===== src/rtl/hex_onehot_decoder.sv =====
// hex_onehot_decoder
// Registered 4-to-16 decoder fed by a valid/ready handshake.
// An accepted hex code is shown as a one-hot line for HOLD_CYCLES cycles.
// With sweep high, the block keeps stepping the code 0..F, wrapping at F,
// until sweep is seen low at the end of a hold.

module hex_onehot_decoder #(
  parameter int HOLD_CYCLES = 4,
  parameter int CNT_W       = 8
) (
  input  logic        clk,
  input  logic        rst_n,
  input  logic        in_valid,
  output logic        in_ready,
  input  logic [3:0]  in_code,
  input  logic        sweep,
  output logic [15:0] out,
  output logic        out_valid,
  output logic [3:0]  out_code,
  output logic        done
);

  typedef enum logic {
    IDLE = 1'b0,
    HOLD = 1'b1
  } state_t;

  // The counter counts the cycles still to go after the current one, so a
  // reload value of HOLD_CYCLES-1 gives exactly HOLD_CYCLES visible cycles.
  localparam logic [CNT_W-1:0] RELOAD = CNT_W'(HOLD_CYCLES - 1);

  state_t            state;
  state_t            state_next;
  logic [CNT_W-1:0]  counter;
  logic [CNT_W-1:0]  counter_next;
  logic [3:0]        code_next;
  logic [3:0]        code_inc;
  logic [15:0]       out_next;
  logic              out_valid_next;
  logic              done_next;

  function automatic logic [15:0] onehot(input logic [3:0] code);
    onehot = 16'h0001 << code;
  endfunction

  // A new code can be taken only while nothing is being driven.
  assign in_ready = (state == IDLE);

  // The next sweep step wraps naturally in 4 bits (F -> 0).
  assign code_inc = out_code + 4'd1;

  // All state and outputs are registered; reset clears them at once, even mid-hold.
  always_ff @(posedge clk or negedge rst_n) begin
    if (!rst_n) begin
      state     <= IDLE;
      counter   <= '0;
      out_code  <= 4'h0;
      out       <= 16'h0000;
      out_valid <= 1'b0;
      done      <= 1'b0;
    end else begin
      state     <= state_next;
      counter   <= counter_next;
      out_code  <= code_next;
      out       <= out_next;
      out_valid <= out_valid_next;
      done      <= done_next;
    end
  end

  // Next-state logic: accept in IDLE, count down in HOLD, then either step
  // to the next code (sweep) or drop the line and pulse done.
  always_comb begin
    state_next     = state;
    counter_next   = counter;
    code_next      = out_code;
    out_next       = out;
    out_valid_next = out_valid;
    done_next      = 1'b0;

    case (state)
      IDLE: begin
        if (in_valid) begin
          code_next      = in_code;
          out_next       = onehot(in_code);
          out_valid_next = 1'b1;
          counter_next   = RELOAD;
          state_next     = HOLD;
        end
      end

      HOLD: begin
        if (counter != '0) begin
          counter_next = counter - 1'b1;
        end else if (sweep) begin
          code_next    = code_inc;
          out_next     = onehot(code_inc);
          counter_next = RELOAD;
        end else begin
          out_next       = 16'h0000;
          out_valid_next = 1'b0;
          done_next      = 1'b1;
          state_next     = IDLE;
        end
      end

      default: begin
        state_next     = IDLE;
        out_next       = 16'h0000;
        out_valid_next = 1'b0;
      end
    endcase
  end

endmodule


===== config.mk =====
export PLATFORM = sky130hd
export DESIGN_NAME = hex_onehot_decoder
export DESIGN_NICKNAME = d
export VERILOG_FILES = /design/src/rtl/hex_onehot_decoder.sv
export SDC_FILE = /design/constraint.sdc
export NUM_CORES = 1
export LEC_CHECK = 0
export CORE_UTILIZATION = 48
export CTS_CLUSTER_SIZE = 16
export DETAILED_ROUTE_END_ITERATION = 10
export PLACE_DENSITY_LB_ADDON = 0.15
export SETUP_SLACK_MARGIN = 0.05
export SYNTH_ARGS = -nofsm -noshare
export SYNTH_HDL_FRONTEND = slang
export SYNTH_SLANG_ARGS = --single-unit

===== constraint.sdc =====
create_clock -name clk -period 1.7 [get_ports clk]
set_clock_uncertainty 0.05 [all_clocks]
set_input_delay 0.34 -clock clk [delete_from_list [all_inputs] [get_ports clk]]
set_output_delay 0.34 -clock clk [all_outputs]
set_load 0.05 [all_outputs]

Word level (Yosys, flattened, before mapping)
Index checks and enable logic that the tools add are counted.
{"block": "classes", "shifts": 2, "reduce_logical": 5, "bitwise": 1, "mux": 23, "n_eq_ne": 5, "add_sub_neg": 2}
{"cell": "two-way mux 16 bit", "n": 3}
{"cell": "case mux 16 bit (2 select lines)", "n": 1}
{"cell": "<< shifter 1 x 4 -> 16 bit, first input constant", "n": 2}
{"cell": "two-way mux 8 bit", "n": 3}
{"cell": "case mux 8 bit (2 select lines)", "n": 1}
{"cell": "two-way mux 4 bit", "n": 3}
{"cell": "two-way mux 1 bit", "n": 9}
{"cell": "!= test 2 bit, second input constant", "n": 4}
{"cell": "case mux 4 bit (2 select lines)", "n": 1}
{"cell": "nonzero test 8 bit", "n": 1}
{"cell": "subtractor 8 x 1 -> 8 bit, second input constant", "n": 1}
{"cell": "AND reduction 3 bit", "n": 2}
{"cell": "adder 4 x 1 -> 4 bit, second input constant", "n": 1}
{"cell": "case mux 1 bit (2 select lines)", "n": 2}
{"cell": "AND reduction 2 bit", "n": 2}
{"cell": "!= test 3 x 2 -> 1 bit, second input constant", "n": 1}
{"cell": "NOT 1 bit", "n": 1}
{"block": "totals", "output_inout_bits": 23, "register_bits": 31, "wordCells": 44, "in_bits": 8}

Logic depth before layout (Yosys ltp)
Gate-level depths: netlist of the first run.
{"block": "depth", "depth_word": 5, "depth_mapped": 7, "mapped_depth_nobuf": 6}

Least setup slack after synthesis of the first run
OpenSTA, ideal clock, no wires.
{"block": "synth_timing", "path_kind": "register to register", "from": "register out_code[2]", "to": "register out[14]", "setup_time_ns": 0.080, "arrival_ns": 1.805, "path_stages_with_launch": 7, "path_buffers": 2, "synth_period_minus_slack_ns": 1.934, "t_required_ns": 1.570, "path_slack_ns": -0.234, "cell_sequence": "dfrtp_1 -> clkbuf_2 -> nand3_1 -> xor2_1 -> buf_2 -> or3_1 -> a2bb2oi_1"}
{"block": "synth_between", "elab_chain_cells": 5}
{"item": "from (decl)", "line": "19", "rtl": "output logic [3:0] out_code,"}
{"item": "from (signal assigned)", "line": "64", "rtl": "out_code <= code_next;"}
{"item": "adder 4 x 1 -> 4 bit", "line": "50", "rtl": "assign code_inc = out_code + 4'd1;"}
{"item": "<< shifter 1 x 4 -> 16 bit", "line": "43", "rtl": "onehot = 16'h0001 << code;"}
{"item": "two-way mux 16 bit", "line": "95", "rtl": "end else if (sweep) begin"}
{"item": "two-way mux 16 bit", "line": "93", "rtl": "if (counter != '0) begin"}
{"item": "case mux 16 bit (2 select lines)", "line": "81", "rtl": "case (state)"}
{"item": "to (signal assigned)", "line": "65", "rtl": "out <= out_next;"}
{"item": "to (decl)", "line": "17", "rtl": "output logic [15:0] out,"}
Every way passes these cells. The select of a mux whose other input is x is not followed.
A chain may end at the register's enable or synchronous reset.

Final worst setup path of the first run
{"block": "layout_timing", "from": "register counter[5]", "to": "register counter[1]"}
{"block": "layout_between", "elab_chain_cells": 3, "elab_cells_between_ends": 5, "cone_classes": "eq/ne: 1; mux: 2; reduce/logical: 2"}
{"item": "from (decl)", "line": "34", "rtl": "logic [CNT_W-1:0] counter;"}
{"item": "from (signal assigned)", "line": "63", "rtl": "counter <= counter_next;"}
{"item": "nonzero test 8 bit (*)", "line": "93"}
{"item": "two-way mux 8 bit or != test 3 x 2 -> 1 bit (tied branches)"}
{"item": "case mux 8 bit (2 select lines) or AND reduction 2 bit (tied branches)"}
Every way passes the cells marked *; elsewhere a longest branch is shown, timed or not.

==> results.json, run 1 <==
{
  "timing.slew.headroom": 0.611,
  "yosysTopAreaCellShare": 0.423,
  "p_leak_nw": 1.22,
  "ys_ff_latch": 31,
  "pin_count": 31,
  "drc": 0,
  "clk_pin_slew_ps": 70,
  "first_pass_iters": 5,
  "h-tree-depth": 2,
  "rows": 22,
  "grtUsageMet3": 0.0643,
  "io_buffers": 30,
  "drv_cap": 0,
  "via_per_inst": 6.51,
  "violations": "negative setup slack",
  "critPathRequiredTime_ps": 1770,
  "final_nets": 285,
  "cts_root_buf": "clkbuf_8",
  "dp_hpwl_um": 3440,
  "critPathArrivalTime_ps": 2120,
  "n_antenna_cell": 0,
  "fin_crit_ps": 2050,
  "netlist_instances": 201,
  "syn_area_per_cell_sq_um": 9.13,
  "drt_iter0_markers": 126,
  "setup_slack_ps": -349,
  "drtAntennaViolNets": 0,
  "die-area_sq_um": 4070,
  "yosysTopAreaCell": "dfrtp_1",
  "die_w_um": 63.8,
  "grt_max_degree": 32,
  "gp_congestion": 0.938,
  "powerDensity_nw_per_um2": 1800,
  "end_kind": "flop",
  "die_y_um": 63.8,
  "ys_top_cells_by_area": "dfrtp_1 42%, ha_1 4.8%, a2bb2oi_1 4.3%",
  "clkSinkCount": 31,
  "synth_edf_count": 0,
  "p_total_mw": 5.36,
  "synthFlopType": "dfrtp_1",
  "cts_hold_buffers": 0,
  "rsz0062_at_grt": "yes",
  "grt_pass1_wl_um": 8950,
  "synth_nets": 216,
  "overflow": 0,
  "setup_viol": 5,
  "grt_pass1_vias": 1845,
  "setup-tns-final_ps": -489,
  "vdd_drop_max_v": 0.00143,
  "drive_above_1_share": 0.491,
  "start_kind": "flop",
  "wl_um": 6490,
  "slew_viol_final": 0,
  "synthArstFlopShare": 1.00,
  "area_growth_pct": 62.3,
  "path_class": "flop to flop",
  "grt_util_met2": 0.440,
  "core_sq_um": 3660,
  "ys_warn_count": 0,
  "fin_util": 0.813,
  "yosysUniqueCellTypes": 46,
  "worstHoldPathType": "input port to async pin",
  "grt_util_met1": 0.393,
  "timing.final.crit_share": 1.21,
  "outcome": "finished with violations",
  "grt-busiest-layer": "met2",
  "globalRouteTotalUtil": 0.290,
  "finalHoldViolations": 0,
  "max_freq_mhz": 488,
  "clk_latency_ps": 300,
  "tightest_slew_ps": 577,
  "num_vias": 2077,
  "ys_seq_area_frac": 0.423,
  "mappedNetlistArea_sq_um": 1830,
  "cts_tree": "yes",
  "start_util": 0.501,
  "routedWlPerCell_um": 20.3,
  "critPathMaxFanout": 6,
  "clockBufferDepth": 2,
  "cts_made_buffers": 5,
  "antenna_found_initial": 0
}
[area by class of cell]
class                   instances  area (sq um)
fillers                       209           683
inverters                       5          18.8
clock buffers                   6          82.6
clock inverters                 2          35.0
repair buffers                 72           646
multi-input cells             155          1350
well taps                      48          60.1
flip-flops and latches         31           785
[cells in the mapped netlist (5+ instances only)]
cell / count
a21oi_1: 9
a31oi_1: 12
ha_1: 7
a2bb2oi_1: 9
nand2_1: 18
o21ai_0: 14
or3_1: 9
clkbuf_1: 5
nor2b_1: 5
dfrtp_1: 31
nor2_1: 17
nand3_1: 6
[routing by layer]
layer  up-vias  wire length, um
li1        874                -
met2       161             2950
met3        42              576
met4         0              318
met1      1000             2650
met5         -                0
[timing repair]
item / CTS / global route
pin swaps: 7 / 10
buffers inserted: 6 / 3
cloned: 0 / 2
resized for setup: 33 / 40
endpoints found under the setup margin: 28 / 30
[power breakdown]
part / switching (mW) / internal [mW] / leakage [nW]
clock network: 0.293 / 0.474 / 0.0612
logic: 1.84 / 1.35 / 0.780
registers: 0.358 / 1.04 / 0.381
total: 2.49 / 2.87 / 1.22
[sequential cells by signal (all words and copies together) (netlist names)]
register / count
out_valid: 1
out_code: 4
state: 1
done: 1
counter: 8
out: 16
[critical path, stage by stage (launching register included)]
cell	delay [ps]
dfrtp_1	430
nor4_4	290
buf_4	230
nand2_2	100
o311ai_0	510
o21ai_0	250
[path summary, 6_finish.rpt]
kind / startpoint / end / slack, ps / depth (start not counted)
setup / recovery: counter[5]$_DFFE_PN0P_ / counter[1]$_DFFE_PN0P_ / -350 / 5
max in group asynchronous: rst_n / out_code[0]$_DFFE_PN0P_ / 900 / 2
min in group clk: out[3]$_DFFE_PN0P_ / out[3]$_DFFE_PN0P_ / 440 / 2
hold reg to reg: out[3]$_DFFE_PN0P_ / out[3]$_DFFE_PN0P_ / 440 / 2
setup reg to reg: counter[5]$_DFFE_PN0P_ / counter[1]$_DFFE_PN0P_ / -350 / 5
hold / removal: rst_n / done$_DFF_PN0_ / 380 / 2
[through the flow]
stage,cells,instance area [sq um],hold slack (ps),setup slack (ps)
2_1_floorplan,201,1900,-5.59,17.2
3_3_place_gp,300,2430,415,-126
3_5_place_dp,300,2430,425,-166
4_1_cts,314,2750,407,27.5
5_1_grt,319,2980,408,-411
6_report,319,2980,384,-349
[cells in the final DEF, fill, tap and decap left out, types with 7 or more instances in the layout]
| cell | count |
|---|---|
| a2bb2oi_2 | 8 |
| a31oi_1 | 10 |
| buf_4 | 51 |
| buf_6 | 10 |
| clkdlybuf4s50_1 | 7 |
| dfrtp_1 | 26 |
| nand2_1 | 17 |
| nor2_1 | 16 |
| o21ai_0 | 9 |
| or3_1 | 7 |
[cell families after synthesis]
family,after synthesis,synth area share
simple gates,81,0.249
buf+inv,16,0.0368
flops,31,0.423
mux,2,0.0109
fa+ha+maj,7,0.0477
compound gates,60,0.214
xor+xnor,4,0.0191
(Power assumes the default switching activity.)
==> inputs of run 2 (changes only) <==
CORE_UTILIZATION = 50   (was 48)
clock period = 2.65 ns   (was 1.7 ns; I/O delays follow)
==> run 2 against run 1 <==
Net effect:
- the run now ends clean
- count of clock-buffer cells in the layout increased by 1
- worst setup slack improved by 650 ps
- global-route usage is 4.2 points lower
- sequential share of layout area grew 8.8 points
- first-iteration DRC count decreased by 49%
- design area shrank 26%
- total power down 54%
- sequential power fell by 38%
- largest power group unchanged
- highest routed layer unchanged
==> results.json, run 2 (same netlist as run 1, synthesis figures left out) <==
{
  "n_fill_cell": 273,
  "grt_util_met1": 0.365,
  "p_sw_frac": 0.492,
  "end_kind": "output port",
  "drt_iter0_markers": 64,
  "n_antenna_cell": 0,
  "die-area_sq_um": 3920,
  "finalHoldViolations": 0,
  "instances_no_fill": 276,
  "final_nets": 244,
  "first_pass_iters": 4,
  "p_sw_mw": 1.21,
  "drv_cap": 0,
  "cts_resized": 0,
  "start_util": 0.537,
  "area_growth_pct": 20.3,
  "slowest_stage": "dfrtp_1",
  "via_per_inst": 5.85,
  "setup-tns-final_ps": 0,
  "largest_reg_flops": 16,
  "place_area_sq_um": 2160,
  "crit_chain": "inv_2, buf_4",
  "clkSinkCount": 31,
  "clk_pin_slew_ps": 90,
  "vdd_drop_max_v": 0.000635,
  "reg_top3": "out x16, counter x8, out_code x4",
  "routedWlPerCell_um": 15.3,
  "grt_util_met2": 0.353,
  "multi_input_area_sq_um": 991,
  "p_seq_frac": 0.354,
  "placed_cells": 268,
  "die_y_um": 62.6,
  "io_buffers": 30,
  "rows": 21,
  "outcome": "complete, no violations",
  "drc": 0,
  "grtUsageMet3": 0.0566,
  "worst-path-buf-inv": 2,
  "p_leak_nw": 0.892,
  "gp_congestion": 0.852,
  "fin_util": 0.646,
  "cts_tree": "yes",
  "slew_viol_final": 0,
  "setup_viol": 0,
  "cts_made_buffers": 5,
  "clockBufferDepth": 2,
  "post-cts-setup-buffers": 0,
  "grt_max_degree": 32,
  "pwr-share-clk": 0.107,
  "grt_pass1_wl_um": 7560,
  "rsz0062_at_grt": "no",
  "final_common_cell": "dfrtp_1",
  "overflow": 0,
  "p_int_mw": 1.25,
  "clk_latency_ps": 340,
  "worstHoldPathType": "flop to flop",
  "powerDensity_nw_per_um2": 1110,
  "grt-busiest-layer": "met1",
  "max_freq_mhz": 425,
  "timing.slew.headroom": 0.312,
  "p_total_mw": 2.46,
  "cp_slowest_stage_delay_ps": 920,
  "path_class": "flop to output port",
  "largest_register": "out",
  "critPathMaxFanout": 29,
  "h-tree-depth": 2,
  "mostFrequentLayoutCells": "31 x dfrtp_1, 29 x clkdlybuf4s50_1, 18 x nand2_1, 17 x nor2_1, 14 x o21ai_0",
  "grt_pass1_vias": 1571,
  "critPathRequiredTime_ps": 2070,
  "globalRouteTotalUtil": 0.248,
  "pin_count": 31,
  "tightest_slew_ps": 1030,
  "wl_um": 4240,
  "start_kind": "flop",
  "core_sq_um": 3420,
  "drive_above_1_share": 0.0870,
  "timing.final.crit_share": 0.888,
  "fin_crit_ps": 2350,
  "num_vias": 1614,
  "dp_hpwl_um": 2970,
  "die_w_um": 62.6,
  "drtAntennaViolNets": 0,
  "combPwrFrac": 0.539,
  "crit_family": "flip-flops",
  "fin_area_sq_um": 2210,
  "regArea_sq_um": 776,
  "cts_root_buf": "clkbuf_4",
  "cts_hold_buffers": 0,
  "critPathArrivalTime_ps": 1770,
  "antenna_found_initial": 0
}
run 2: path summary, 6_finish.rpt:
check	startpoint	end	slack, ps	depth (start not counted)
min reg2reg	out[3]$_DFFE_PN0P_	out[3]$_DFFE_PN0P_	440	2
min in group asynchronous	rst_n	out[1]$_DFFE_PN0P_	520	2
min	out[3]$_DFFE_PN0P_	out[3]$_DFFE_PN0P_	440	2
max	state$_DFF_PN0_	in_ready	300	2
max in group asynchronous	rst_n	out[12]$_DFFE_PN0P_	1740	2
max reg2reg	counter[0]$_DFFE_PN0P_	out[8]$_DFFE_PN0P_	550	6
run 2: power by group through the flow:
stage / Clock [mW] / Combinational (mW) / Sequential, mW
2_1_floorplan: 0 / 0.537 / 1.24
3_3_place_gp: 0 / 1.30 / 0.866
3_5_place_dp: 0 / 1.32 / 0.876
4_1_cts: 0.275 / 1.33 / 0.870
5_1_grt: 0.295 / 1.43 / 0.899
6_report: 0.264 / 1.32 / 0.871
run 2: cell type report:
cell class	count	area share
Clock inverter	1	0.00227
Sequential cell	31	0.352
Clock buffer	7	0.0204
Inverter	5	0.00851
Multi-Input combinational cell	154	0.449
Tap cell	46	0.0261
Timing Repair Buffer	32	0.142
run 2: per-layer routing:
metal  vias to the layer above  wire length, um
met5                         -                0
met4                         0               76
met3                         9              226
met2                        58             1850
met1                       749             2080
li1                        798                -
run 2: tightest hold or removal path, cell delays in order, from the launching register on:
cell and delay, ps:
dfrtp_1 350, nand2_1 50, o21ai_0 60
run 2: metrics by stage:
| stage | hold WS (ps) | setup WS [ps] |
|---|---|---|
| 2_1_floorplan | 184 | 716 |
| 3_3_place_gp | 413 | 489 |
| 3_5_place_dp | 428 | 404 |
| 4_1_cts | 449 | 326 |
| 5_1_grt | 467 | 164 |
| 6_report | 444 | 296 |
==> inputs of run 3 (changes only) <==
CTS_CLUSTER_DIAMETER = 40   (was unset)
==> results of run 3 <==
The final DEF is identical to that of run 2; final timing and power are the same.
